<file path="src/rtl/i2c_measure_sched.sv">
// i2c_measure_sched: round-robin sharing of one I2C measurement engine among NREQ requesters
module i2c_measure_sched #(
  parameter int NREQ = 4,
  parameter int DW = 16,
  parameter int MEAS_HOLD = 8,
  parameter int TIMEOUT = 2000000,
  parameter int IDW = $clog2(NREQ)
) (
  input  logic            clk,
  input  logic            resetG,
  input  logic [NREQ-1:0] req,
  output logic [NREQ-1:0] ack,
  output logic [DW-1:0]   result,
  output logic [IDW-1:0]  result_id,
  output logic            result_valid,
  output logic            result_err,
  output logic            busy,
  output logic            fault,
  output logic            measure,
  input  logic            done,
  input  logic [DW-1:0]   datao
);
  localparam int TW = $clog2(TIMEOUT + 1);
  localparam logic [TW-1:0] T_MAX = TW'(TIMEOUT);
  localparam logic [TW-1:0] H_END = TW'(MEAS_HOLD - 1);
  typedef enum logic [1:0] {IDLE, START, WAIT, RELEASE} state_t;
  state_t state, state_n;
  logic [TW-1:0] t;
  logic [IDW-1:0] grant, last_grant, win, idx;
  logic found, done_q, rise;
  int s;
  assign rise = done & ~done_q;
  // Search upward from the slot after the last grant, wrapping once around
  always_comb begin
    win = '0;
    found = 1'b0;
    s = 0;
    idx = '0;
    for (int i = 1; i <= NREQ; i++) begin
      s = int'(last_grant) + i;
      s = (s >= NREQ) ? s - NREQ : s;
      idx = IDW'(s);
      if (!found && req[idx]) begin
        found = 1'b1;
        win = idx;
      end
    end
  end
  always_comb begin
    state_n = state;
    case (state)
      IDLE:    state_n = found ? START : IDLE;
      START:   state_n = (t == H_END) ? WAIT : START;
      WAIT:    state_n = (rise || t == T_MAX) ? RELEASE : WAIT;
      RELEASE: state_n = (!done || t == T_MAX) ? IDLE : RELEASE;
      default: state_n = IDLE;
    endcase
  end
  // The timer restarts on every state change, so it serves both the strobe length and the watchdogs
  always_ff @(posedge clk) begin
    if (resetG) begin
      state <= IDLE;
      t <= '0;
      grant <= '0;
      last_grant <= IDW'(NREQ - 1);
      done_q <= 1'b0;
      measure <= 1'b0;
      busy <= 1'b0;
      fault <= 1'b0;
      ack <= '0;
      result <= '0;
      result_id <= '0;
      result_valid <= 1'b0;
      result_err <= 1'b0;
    end else begin
      state <= state_n;
      done_q <= done;
      t <= (state_n != state) ? '0 : (t == T_MAX) ? t : t + 1'b1;
      measure <= state_n == START;
      busy <= state_n != IDLE;
      ack <= '0;
      result_valid <= 1'b0;
      if (state == IDLE && found) begin
        grant <= win;
        last_grant <= win;
      end
      if (state == WAIT && state_n == RELEASE) begin
        ack <= NREQ'(1) << grant;
        result_valid <= 1'b1;
        result <= rise ? datao : '0;
        result_err <= !rise;
        result_id <= grant;
      end
      if (state == RELEASE && state_n == IDLE && done) fault <= 1'b1;
    end
  end
endmodule

</file>
<file path="config.mk">
export PLATFORM = sky130hd
export DESIGN_NAME = i2c_measure_sched
export DESIGN_NICKNAME = d
export VERILOG_FILES = /design/src/rtl/i2c_measure_sched.sv
export SDC_FILE = /design/constraint.sdc
export NUM_CORES = 1
export LEC_CHECK = 0
export ABC_AREA = 1
export BUFFER_PORTS_ARGS = -buffer_cell sky130_fd_sc_hd__buf_2
export CAP_MARGIN = 20
export CORE_UTILIZATION = 25
export CTS_BUF_LIST = sky130_fd_sc_hd__clkbuf_4 sky130_fd_sc_hd__clkbuf_8 sky130_fd_sc_hd__clkbuf_16
export DETAILED_ROUTE_END_ITERATION = 7
export PLACE_DENSITY = 0.48
export SKIP_LAST_GASP = 1
export SLEW_MARGIN = 10
export SYNTH_ARGS = -nofsm -noshare
export SYNTH_HDL_FRONTEND = slang
export SYNTH_SLANG_ARGS = --single-unit
export TNS_END_PERCENT = 50
</file>
<file path="constraint.sdc">
create_clock -name clk -period 2.2 [get_ports clk]
set_input_delay 0.22 -clock clk [delete_from_list [all_inputs] [get_ports clk]]
set_output_delay 0.22 -clock clk [all_outputs]
set_load 0.01 [all_outputs]
</file>
* Word-level counts from Yosys, hierarchy flattened *
Index checks and enable logic that the tools add are counted.
W data, S select, Z words.

storage, ports and cells
  input bits = 23
  output and inout port bits = 27
  word-level logic and storage cells = 88
  register bits = 55

operators by class
  reduce and logical (&&, ||, !) cells = 19
  multiplexer cells = 27
  shifts and indexed selects = 1
  bitwise logic cells = 3
  add/subtract/negate cells = 9
  eq/ne operators = 8
  $lt $le $gt $ge = 8

operator list
  kind                     count
  $add A21 B1 Y21 const B  1
  $eq A21 B21 Y1 const B   1
  $eq A21 B3 Y1 const B    1
  $mux W2                  10
  $mux W16                 1
  $lt A2 B3 Y1 const B     4
  $mux W1                  11
  $ge A3 B3 Y1 const B     3
  $bmux W1 S2              4
  $pmux W2 S4              1
  $sub A2 B1 Y2 const B    4
  $logic_and A1 B1 Y1      7
  $add A2 B2 Y3 const B    2
  $eq A2 B2 Y1 const B     3
  $logic_not A1 Y1         5
  $add A2 B3 Y4 const B    1
  $eq A2 B1 Y1 const B     2
  $ge A4 B3 Y1 const B     1
  $logic_not A2 Y1         2
  $reduce_or A2 Y1         2
  $shl A1 B2 Y4 const A    1
  $add A2 B1 Y3 const B    1
  $logic_or A1 B1 Y1       2
  $ne A2 B2 Y1             1
  3 further kinds          4

* Logic depth before layout (Yosys ltp) *
  depth in word-level cells = 21
  depth in mapped cells = 13
  mapped depth without buffers = 12

* Worst setup path after synthesis *
Ideal clock, no wire load.

  path type = register to register
  from = register t[0]
  to = register busy
  stages on the path, launching flop included = 14
  buffers on the path = 1
  data required time = 2.068 ns
  path slack = 0.562 ns
  data arrival time = 1.506 ns
  period minus slack after synthesis = 1.638 ns
  library setup time = 0.132 ns
  cells stage by stage = dfxtp_1 > inv_1 > ha_1 > nand2_1 > clkinv_1 > nand2_1 > nor2_2 > nand3_4 > nand2_4 > nand2_4 > buf_6 > nand3_1 > nor2_1 > o21ai_1

between the ends
  longest elaborated chain between the ends = 5
  elaborated cells on any way between the ends = 9
  those cells by class = eq/ne (2); mux (4); reduce/logical (3)

RTL lines
  element                                    RTL line  source
  start, declared                            28        logic [TW-1:0] t;
  start signal, assigned                     78        t <= (state_n != state) ? '0 : (t == T_MAX) ? t : t + 1'b1;
  $eq A21 B21 Y1                             54, 55
  $logic_or A1 B1 Y1 (on tied branches)      55, 54
  $mux W2 / $mux W1 (equally long branches)  55, 54
  $pmux W2 S4 *                              51        case (state)
  $reduce_bool A2 Y1 *                       80        busy <= state_n != IDLE;
  end signal, assigned                       68        busy <= 1'b0;
  end signal, assigned                       80
  end, declared                              17        output logic busy,

Mark *: on every way between the ends. The rest lies on a longest branch, timed or not.
A chain may end at the register's enable or synchronous reset.

* Final worst setup path *
  from = register t[0]
  to = register result[3]

between the ends
  longest elaborated chain between the ends = 6
  elaborated cells on any way between the ends = 10
  those cells by class = eq/ne (3); mux (4); reduce/logical (3)

RTL lines
  element                                    RTL line  source
  $eq A21 B21 Y1                             54, 55
  $logic_or A1 B1 Y1 (on tied branches)      55, 54
  $mux W2 / $mux W1 (equally long branches)  55, 54
  $pmux W2 S4 *                              51
  $eq A2 B2 Y1 *                             87        if (state == WAIT && state_n == RELEASE) begin
  $logic_and A1 B1 Y1 *                      87
  end signal, assigned                       90        result <= rise ? datao : '0;
  end, declared                              13        output logic [DW-1:0] result,

Marks and branches as above.

==> out/metrics.csv <==
stage,metric,value,unit
routing,wl_per_cell,10.9,um
sta,rsz0062_at_grt,no,
global_routing,grt_use_total,11.0,%
synth,postSynthAreaPerCell,7.39,sq um
synth,synth_top_cell_by_area,dfxtp_1,
run,maxCapViolations,0,
finish,area_growth_syn_to_layout,16.9,%
finish,drive_above_1_share,24.6,%
routing,ant_nets,0,
synth,synth_top_area_share,40.3,%
critical_path,cp_num_buf_inv,2,
floorplanning,die_area,11400,sq um
power_and_ir_drop,switching_power,890,uW
status,status,"finished, final reports clean",
routing,totalWireLength,6040,um
synth,ys_seq_area_share,40.3,%
clocking,clk_pin_slew_worst_paths,0.11,ns
global_routing,grt_pass1_wl,10100,um
placement,dpl_cell_area,3100,sq um
min_path,hp-class,in2reg,
power_and_ir_drop,p_clk_share,24.5,%
finish,finish.utilization,30.6,%
critical_path,crit_path_max_fanout,22,
clocking,cts_resized,0,
sta,max_freq,0.526,GHz
sta,fin_crit_sh,86.4,%
power_and_ir_drop,total_power,2.42,mW
clocking,cts_root_buffer,clkbuf_8,
synth,async_flop_share,0,%
floorplanning,fp.dieW,107,um
finish,fillers,1185,
critical_path,path_delay_family,simple AND/OR/NAND/NOR gates,
finish,n_antenna_cell,0,
floorplanning,io-pin-count,50,
power_and_ir_drop,p_sw_share,36.7,%
synth,syn_nets,395,
clocking,clk_latency,0.31,ns
routing,dr_total_vias,2325,
synth,ys_types,41,
power_and_ir_drop,power_frac_comb,28.6,%
floorplanning,num_rows,37,
clocking,cts_setup_buffers,0,
critical_path,worstPathArrival,2.16,ns
finish,nets,443,
routing,drt_first_iter_violations,57,
critical_path,worst-setup-path-type,reg2reg,
global_routing,grt_pass1_vias,2177,
placement,dp_hpwl,4610,um
synth,yosys-top-cells-area,"dfxtp_1 (40%), nand2_1 (12%), nor2_1 (6.6%), inv_1 (5.9%), xor2_1 (5.4%)",
power_and_ir_drop,seqPwrFrac,47.0,%
synth,synth_cells,370,
routing,drcViolationCount,0,
global_routing,antenna_found_initial,0,
sta,tightest_slew,0.384,ns
synth,yosysWarnings,0,
sta,finalSetupViolCount,0,
synth,synth-edff-count,0,
global_routing,overflow,0,
clocking,clkSinkCount,55,
finish,fin_area,3200,sq um
floorplanning,core_area,10500,sq um
placement,gp_congestion,0.744,
routing,drt-pass1-iter-count,4,
sta,relSlewSlack,74.4,%
clocking,cts_tree,done,
critical_path,path_cells,"inv_1, ha_1, nand2_1, clkinv_1, nand2_1, nor2_2, nand3_4, nand2_4, nand2_4, nor2_8, nand2_1, a21oi_1",
global_routing,grt_max_degree,23,
sta,finalHoldViolations,0,
power_and_ir_drop,power_density,758,nW/um^2
clocking,ctsHoldBuffers,0,
power_and_ir_drop,power_leakage,1.36,nW
critical_path,critical_path.endpoint_type,register,
sta,tns,0,ns
routing,viasPerCell,4.19,
critical_path,cpMostUsedCell,nand2_1,
critical_path,critPathMaxStageDelay,0.35,ns
critical_path,cpMaxStageDelayCell,dfxtp_1,
synth,ys.flop_type,dfxtp_1,
floorplanning,die_h,107,um
floorplanning,start_util,26.1,%
sta,fin_skew,0.0138,ns
sta,drv_slew,0,
power_and_ir_drop,p_int,1.53,mW
placement,port_buffers,49,
clocking,cts_max_path_buffers,2,
synth,ys_seq_elements,55,
critical_path,startpoint_type,register,
power_and_ir_drop,ir_drop,0.372,mV
synth,syn_area,2740,sq um
clocking,cts.htree.levels,2,
sta,finalCriticalPeriod,1.90,ns
critical_path,crit_required,2.46,ns
clocking,cts_buffers,5,
==> stage by stage <==
step                      std cells  setup WS (ns)  hold slack, ns
after floorplan                 370          0.562           0.340
after global placement          547          0.349           0.443
after detailed placement        547          0.286           0.445
after CTS                       555          0.271           0.120
after global routing            555         0.0715           0.109
final                           555          0.299           0.134
==> power by group through the flow <==
stage          Sequential [mW]  Combinational (mW)  Clock (mW)
6_report                  1.14               0.692       0.592
2_1_floorplan             1.11               0.606           0
3_3_place_gp              1.16               0.693           0
3_5_place_dp              1.16               0.699           0
5_1_grt                   1.15               0.790       0.669
4_1_cts                   1.14               0.702       0.626
==> cell families after synthesis <==
logic type	share of synthesized area, %
flip-flops	40.3
buffers and inverters	9.33
AND/OR/NAND/NOR	36.2
AO/OA/AOI/OAI	7.50
adder cells (fa/ha/maj)	0.915
XOR/XNOR	5.76
==> worst paths after layout <==
kind                            startpoint        end  slack [ns]  cells after the start
worst min-delay path              datao[0]  result[0]        0.13                      3
worst max-delay path                  t[0]  result[3]        0.30                     12
worst min register to register       fault      fault        0.46                      2
worst max register to register        t[0]  result[3]        0.30                     12
==> cells in the mapped netlist (2+ instances only) <==
cell type	n
xor2_1	17
nor3_1	7
nor2_2	4
clkbuf_1	3
nand2_1	88
a21oi_1	14
clkinv_1	2
buf_6	2
o21ai_0	4
a21oi_2	9
nand2_4	2
nand4_1	7
nor2_4	3
nor2_1	48
buf_4	3
nand2_2	16
nand3_1	20
dfxtp_1	55
inv_1	43
ha_1	2
==> tightest hold or removal path, delay by kind of cell <==
kind                   cells  cell delay (ns)
AOI/OAI and AO/OA          1             0.05
buffers and inverters      1             0.09
and+or+nand+nor            1             0.05
==> flip-flops by register name, summed over array words and instances (netlist names), 2 cells and up <==
register / cells
ack: 4
state: 2
t: 21
result_id: 2
grant: 2
last_grant: 2
result: 16
==> metal layers <==
metal | global-route usage [%] | wire [um] | vias up
met3 | 2.86 | 277 | 4
met2 | 18.2 | 2760 | 43
met1 | 14.0 | 2960 | 1030
li1 | - | - | 1248
met5 | 0 | 0 | -
met4 | 2.94 | 46 | 0
==> cells in the final DEF, fill, tap and decap left out, types with 5 or more instances in the layout <==
cell,count
a21oi_1,14
clkbuf_8,5
nand3_1,20
buf_2,49
inv_1,43
nor3_1,7
nand2_1,88
nand2_2,16
nand4_1,7
a21oi_2,9
dfxtp_1,55
nor2_1,48
xor2_1,17
==> cell type report <==
class | instances | area (sq um) | area share, %
clock buffers | 5 | 68.8 | 2.15
clock inverters | 3 | 26.3 | 0.822
inverters | 47 | 179 | 5.60
multi-input cells | 258 | 1380 | 43.1
flip-flops and latches | 55 | 1100 | 34.4
well taps | 136 | 170 | 5.32
repair buffers | 51 | 273 | 8.53
Power figures use the tool's default switching activity.
